File: config.mk
export PLATFORM = sky130hd
export DESIGN_NAME = bram_port_arbiter
export DESIGN_NICKNAME = d
export VERILOG_FILES = /design/src/rtl/bram_port_arbiter.sv
export SDC_FILE = /design/constraint.sdc
export NUM_CORES = 1
export LEC_CHECK = 0
export CAP_MARGIN = 20
export CELL_PAD_IN_SITES_DETAIL_PLACEMENT = 1
export CELL_PAD_IN_SITES_GLOBAL_PLACEMENT = 1
export CORE_ASPECT_RATIO = 1.4
export CORE_MARGIN = 1.5
export CORE_UTILIZATION = 31
export DETAILED_ROUTE_END_ITERATION = 8
export PLACE_DENSITY = 0.79
export RECOVER_POWER = 100
export SYNTH_ARGS = -nofsm -noshare
export SYNTH_HDL_FRONTEND = slang
export SYNTH_SLANG_ARGS = --single-unit
File: constraint.sdc
create_clock -name clk -period 2.34 [get_ports clk]
set_input_delay 0.702 -clock clk [delete_from_list [all_inputs] [get_ports clk]]
set_output_delay 0.702 -clock clk [all_outputs]
set_load 0.01 [all_outputs]
File: src/rtl/bram_port_arbiter.sv
// Round-robin arbiter sharing one single-port byte-writable BRAM between the read-only I port and the read/write D port.
// Optional grant/conflict counters are compiled in with `define BRAM_ARB_PERF_EN.
module bram_port_arbiter #(
  parameter int ADDR_WIDTH = 15,
  parameter int DATA_WIDTH = 32
) (
  input  logic                    clk,
  input  logic                    rst,
  input  logic                    i_arvalid,
  input  logic [ADDR_WIDTH-1:0]   i_araddr,
  output logic                    i_arready,
  output logic [DATA_WIDTH-1:0]   i_rdata,
  output logic                    i_rvalid,
  input  logic                    i_rready,
  input  logic                    d_arvalid,
  input  logic [ADDR_WIDTH-1:0]   d_araddr,
  output logic                    d_arready,
  output logic [DATA_WIDTH-1:0]   d_rdata,
  output logic                    d_rvalid,
  input  logic                    d_rready,
  input  logic                    d_awvalid,
  input  logic [ADDR_WIDTH-1:0]   d_awaddr,
  input  logic                    d_wvalid,
  input  logic [DATA_WIDTH-1:0]   d_wdata,
  input  logic [DATA_WIDTH/8-1:0] d_wstrb,
  output logic                    d_awready,
  output logic                    d_wready,
  output logic                    d_bvalid,
  input  logic                    d_bready,
  output logic                    mem_en,
  output logic [DATA_WIDTH/8-1:0] mem_we,
  output logic [ADDR_WIDTH-1:0]   mem_addr,
  output logic [DATA_WIDTH-1:0]   mem_wdata,
  input  logic [DATA_WIDTH-1:0]   mem_rdata
`ifdef BRAM_ARB_PERF_EN
  ,
  output logic [31:0]             i_grant_cnt,
  output logic [31:0]             d_grant_cnt,
  output logic [31:0]             conflict_cnt
`endif
);

  typedef enum logic [1:0] {IDLE, ACCESS, RD_RESP, WR_RESP} state_t;

  state_t                  state;
  logic                    sel_d;
  logic                    is_wr;
  logic                    last_d;
  logic                    first_beat;
  logic [DATA_WIDTH-1:0]   i_rdata_q;
  logic [DATA_WIDTH-1:0]   d_rdata_q;

  logic d_wr_req;
  logic d_req;
  logic grant_d;

  // On a tie D wins only if I was served last; a lone requester always wins.
  assign d_wr_req = d_awvalid & d_wvalid;
  assign d_req    = d_wr_req | d_arvalid;
  assign grant_d  = d_req & (~i_arvalid | ~last_d);

  // The RAM output register supplies data in the first response cycle; the held copy covers stalls.
  assign i_rdata = (first_beat & ~sel_d) ? mem_rdata : i_rdata_q;
  assign d_rdata = (first_beat &  sel_d) ? mem_rdata : d_rdata_q;

  always_ff @(posedge clk) begin
    if (rst) begin
      state      <= IDLE;
      sel_d      <= 1'b0;
      is_wr      <= 1'b0;
      last_d     <= 1'b1;
      first_beat <= 1'b0;
      i_rdata_q  <= '0;
      d_rdata_q  <= '0;
      i_arready  <= 1'b0;
      i_rvalid   <= 1'b0;
      d_arready  <= 1'b0;
      d_rvalid   <= 1'b0;
      d_awready  <= 1'b0;
      d_wready   <= 1'b0;
      d_bvalid   <= 1'b0;
      mem_en     <= 1'b0;
      mem_we     <= '0;
      mem_addr   <= '0;
      mem_wdata  <= '0;
    end else begin
      case (state)
        IDLE: begin
          if (i_arvalid | d_req) begin
            state     <= ACCESS;
            sel_d     <= grant_d;
            is_wr     <= grant_d & d_wr_req;
            last_d    <= grant_d;
            mem_en    <= 1'b1;
            i_arready <= ~grant_d;
            d_arready <= grant_d & ~d_wr_req;
            d_awready <= grant_d & d_wr_req;
            d_wready  <= grant_d & d_wr_req;
            if (!grant_d) begin
              mem_addr <= i_araddr;
              mem_we   <= '0;
            end else if (d_wr_req) begin
              mem_addr  <= d_awaddr;
              mem_we    <= d_wstrb;
              mem_wdata <= d_wdata;
            end else begin
              mem_addr <= d_araddr;
              mem_we   <= '0;
            end
          end
        end
        ACCESS: begin
          mem_en    <= 1'b0;
          mem_we    <= '0;
          i_arready <= 1'b0;
          d_arready <= 1'b0;
          d_awready <= 1'b0;
          d_wready  <= 1'b0;
          if (is_wr) begin
            d_bvalid <= 1'b1;
            state    <= WR_RESP;
          end else begin
            if (sel_d) d_rvalid <= 1'b1;
            else       i_rvalid <= 1'b1;
            first_beat <= 1'b1;
            state      <= RD_RESP;
          end
        end
        RD_RESP: begin
          first_beat <= 1'b0;
          if (first_beat) begin
            if (sel_d) d_rdata_q <= mem_rdata;
            else       i_rdata_q <= mem_rdata;
          end
          if (sel_d ? d_rready : i_rready) begin
            i_rvalid <= 1'b0;
            d_rvalid <= 1'b0;
            state    <= IDLE;
          end
        end
        WR_RESP: begin
          if (d_bready) begin
            d_bvalid <= 1'b0;
            state    <= IDLE;
          end
        end
        default: state <= IDLE;
      endcase
    end
  end

`ifdef BRAM_ARB_PERF_EN
  always_ff @(posedge clk) begin
    if (rst) begin
      i_grant_cnt  <= '0;
      d_grant_cnt  <= '0;
      conflict_cnt <= '0;
    end else if (state == IDLE) begin
      if (i_arvalid | d_req) begin
        if (grant_d) d_grant_cnt <= d_grant_cnt + 32'd1;
        else         i_grant_cnt <= i_grant_cnt + 32'd1;
      end
      if (i_arvalid & d_req) conflict_cnt <= conflict_cnt + 32'd1;
    end
  end
`endif

endmodule
==> flow_summary_export.csv <==
group,metric,value,unit
status,failed_checks,"max-capacitance violations, max-slew violations, negative setup slack",
placement,buffer_ports.inserted,244,
placement,gp_congestion,0.757,
logic_synthesis,postSynthCellCount,706,
placement,placedInstanceArea,9130,µm²
logic_synthesis,ys_ff_latch,128,
global_route,grt_overflow,0,
timing,min_period,2410,ps
timing,setup_viol,26,
setup_path,critical_path_class,"reg2out",
cts,cts-htree-levels,4,
logic_synthesis,synth_top_cells_by_area,"sky130_fd_sc_hd__dfxtp_1, sky130_fd_sc_hd__mux2_1, sky130_fd_sc_hd__a21oi_1",
final_layout,drive_gt1_frac,0.207,
final_layout,area_delta_synth_final,64.9,%
global_route,grt_start_max_net_pins,129,
pwr,internal_power,5.11,mW
logic_synthesis,synthesis.yosys.warnings,0,
setup_path,cpMaxStageDelayCell,"sky130_fd_sc_hd__dfxtp_4",
placement,pre_cts_slack,-399,ps
timing,tightestPinTransition,1680,ps
drt,vias_per_cell,5.26,
cts,postCtsHoldBufs,0,
timing,timing.slew.headroom,-0.122,
final_layout,final.fill_count,2206,
logic_synthesis,yosys.area.top_type_share,0.424,
drt,detail_route.drc_violations,0,
floorplanning,die-width,121,µm
final_layout,finish.instance_area,9960,µm²
drt,routed_wirelength,23400,µm
cts,tritoncts_num_sinks,128,
logic_synthesis,syn-num-nets,828,
logic_synthesis,syn-cell-area,6040,µm²
setup_path,setup.worst_path.end_class,"output port",
timing,maxClockFrequency,0.415,GHz
floorplanning,initial_utilization,0.316,
final_layout,fin_nets,1088,
floorplanning,num_io_pins,245,
timing,report.final.slew_viol_count,129,
setup_path,timing.critical_path.from_type,"flop",
timing,worst_clock_skew,10.9,ps
logic_synthesis,synth_area_per_cell,8.56,µm²
setup_path,worstPathRequired,1640,ps
timing,min_period_over_period,1.03,
final_layout,final-instance-count-excl-fill,1226,
pwr,power_switching,1.84,mW
setup_path,critPathArrivalTime,1710,ps
global_route,groute.usage.overall,0.227,
floorplanning,floorplan.die_area,20300,µm²
setup_path,timing.critical_path.cells,"nand2_4 -> buf_16 -> mux2_1 -> dlygate4sd2_1",
global_route,antenna_found_initial,0,
drt,postRouteAntennaNets,0,
pwr,power_switching_share,0.265,
placement,place_inst,1185,
timing,final_hold_viol_count,0,
drt,dr.pass1.iters,4,
final_layout,final_cell_mix,"sky130_fd_sc_hd__nand2_1, sky130_fd_sc_hd__a21oi_1, sky130_fd_sc_hd__dfxtp_1",
timing,rsz0062_at_grt,"yes",
worst_hold_path,min-delay-path-class,"reg2reg",
global_route,grt_first_pass_wirelength,36300,µm
floorplanning,row_count,60,
drt,detailedRoute.firstIterationViolations,319,
floorplanning,coreArea,19100,µm²
setup_path,timing.reg2reg.worst_path_depth,5,
logic_synthesis,synth-seq-area-share,0.424,
run,maxCapViolCount,1,
pwr,share_of_power_burned_in_registers,0.341,
final_layout,antenna_cells,0,
pwr,share_comb_of_total_power,0.225,
cts,path_clk_slew,50,ps
setup_path,crit_fanout,13,
cts,cts_buffers,17,
drt,routed-via-count,6451,
cts,cts_root_buffer,"sky130_fd_sc_hd__clkbuf_16",
logic_synthesis,synth_area_leader_cell,"sky130_fd_sc_hd__dfxtp_1",
pwr,ir_worst_vdd,0.000470,V
placement,post_detail_place_hpwl,15100,µm
timing,fin_tns_setup,-717,ps
cts,tritoncts_clock_tree,"done",
pwr,post_layout_power,6.96,mW
pwr,clock_network_fraction_of_total_power,0.435,
final_layout,most_frequent_standard_cell_in_the_layout_excluding_fill_and_tap_cells,"sky130_fd_sc_hd__nand2_1",
drt,wl_per_cell,19.1,µm
final_layout,final_core_util,0.520,
pwr,power_density,698,nW/µm²
timing,hold_slack,455,ps
setup_path,critical-path-max-stage-delay,360,ps
worst_hold_path,min_path_cells,2,
floorplanning,die_y,168,µm
logic_synthesis,synth.distinct_cells,37,
pwr,static_leakage,4.11,nW
global_route,first_global_vias,6804,
cts,clock_tree.buffer_depth,2,
timing,post-route-worst-setup-slack,-70.7,ps
status,outcome,"finished with violations",
cts,clk_latency,410,ps
-- registers in the layout, summed over array words and instances, names as in the netlist, 2 cells and up --
name	cells
d_rdata_q	32
mem_wdata	32
mem_addr	15
i_rdata_q	32
state	2
mem_we	4
-- kinds of logic (layout without fill, tap and decap cells) --
group / Yosys count / after routing / synth area share
flip-flops: 128 / 128 / 0.424
AND/OR/NAND/NOR: 210 / 210 / 0.163
AO/OA/AOI/OAI: 222 / 222 / 0.234
multiplexers: 65 / 65 / 0.121
buffers and inverters: 81 / 353 / 0.0572
-- Yosys cell counts --
| cell type | instances |
|---|---|
| sky130_fd_sc_hd__or2_1 | 1 |
| sky130_fd_sc_hd__a2bb2oi_1 | 1 |
| sky130_fd_sc_hd__nand4b_1 | 1 |
| sky130_fd_sc_hd__and2_1 | 2 |
| sky130_fd_sc_hd__o21ai_0 | 18 |
| sky130_fd_sc_hd__a2111oi_1 | 9 |
| sky130_fd_sc_hd__mux2_2 | 2 |
| sky130_fd_sc_hd__o211ai_1 | 8 |
| sky130_fd_sc_hd__o21ai_1 | 4 |
| sky130_fd_sc_hd__nor4bb_1 | 1 |
| sky130_fd_sc_hd__o32ai_2 | 9 |
| sky130_fd_sc_hd__a211oi_2 | 1 |
| sky130_fd_sc_hd__buf_1 | 2 |
| sky130_fd_sc_hd__nand2_1 | 134 |
| sky130_fd_sc_hd__o31ai_1 | 32 |
| sky130_fd_sc_hd__a2111oi_0 | 6 |
| sky130_fd_sc_hd__nand4_1 | 37 |
| sky130_fd_sc_hd__clkbuf_1 | 53 |
| sky130_fd_sc_hd__nand3_1 | 2 |
| sky130_fd_sc_hd__or3b_1 | 1 |
| sky130_fd_sc_hd__mux2i_1 | 1 |
| sky130_fd_sc_hd__or3_1 | 2 |
| sky130_fd_sc_hd__o32ai_1 | 6 |
| sky130_fd_sc_hd__and3_1 | 16 |
| sky130_fd_sc_hd__nor2_1 | 4 |
| sky130_fd_sc_hd__nand4bb_1 | 1 |
| sky130_fd_sc_hd__dfxtp_1 | 128 |
| sky130_fd_sc_hd__a21o_1 | 1 |
| sky130_fd_sc_hd__a21oi_1 | 127 |
| sky130_fd_sc_hd__nand3b_1 | 2 |
| sky130_fd_sc_hd__buf_2 | 24 |
| sky130_fd_sc_hd__buf_4 | 1 |
| sky130_fd_sc_hd__nand2b_1 | 4 |
| sky130_fd_sc_hd__mux2_1 | 62 |
| sky130_fd_sc_hd__buf_6 | 1 |
| sky130_fd_sc_hd__nor4_1 | 1 |
| sky130_fd_sc_hd__and4b_1 | 1 |
-- critical path: cells and delay by family, from the launching register on --
kind	cells	cell delay, ps
simple gates	1	120
mux	1	360
flops	1	360
buf+inv	2	470
-- worst paths after layout --
kind | slack, ps | from | to
worst min register to register | 450 | d_rdata_q[2]$_SDFFE_PP0P_ | d_rdata_q[2]$_SDFFE_PP0P_
worst max-delay path | -70 | first_beat$_SDFFE_PP0P_ | d_rdata[24]
worst min-delay path | 450 | d_rdata_q[2]$_SDFFE_PP0P_ | d_rdata_q[2]$_SDFFE_PP0P_
worst max register to register | 410 | last_d$_SDFFE_PP1P_ | mem_wdata[28]$_SDFFE_PP0P_
-- power groups by stage --
stage | clock network (mW) | registers [mW] | logic, mW
global placement | 0 | 2.41 | 1.49
global route | 3.23 | 2.38 | 1.67
finish | 3.02 | 2.37 | 1.56
detailed placement | 0 | 2.41 | 1.51
floorplan | 0 | 2.43 | 0.629
CTS | 3.11 | 2.37 | 1.56
-- what timing repair did --
item	CTS	global route
cloned	2	0
resized for setup	255	25
buffers inserted	7	1
endpoints found under the setup margin	64	58
-- layout make-up --
cell class	instances	area [µm²]	share of cell area
clock inverters	12	231	0.0232
repair buffers	322	3130	0.314
flip-flops and latches	128	2570	0.258
multi-input cells	497	3290	0.330
clock buffers	19	443	0.0445
well taps	248	310	0.0311
-- per-layer routing --
metal	track usage	wire length [µm]	vias to the layer above
met1	0.238	9090	3120
met5	0	0	-
met2	0.430	12500	193
li1	-	-	3092
met4	0.0849	698	0
met3	0.0545	1100	46
(Power assumes the default switching activity.)
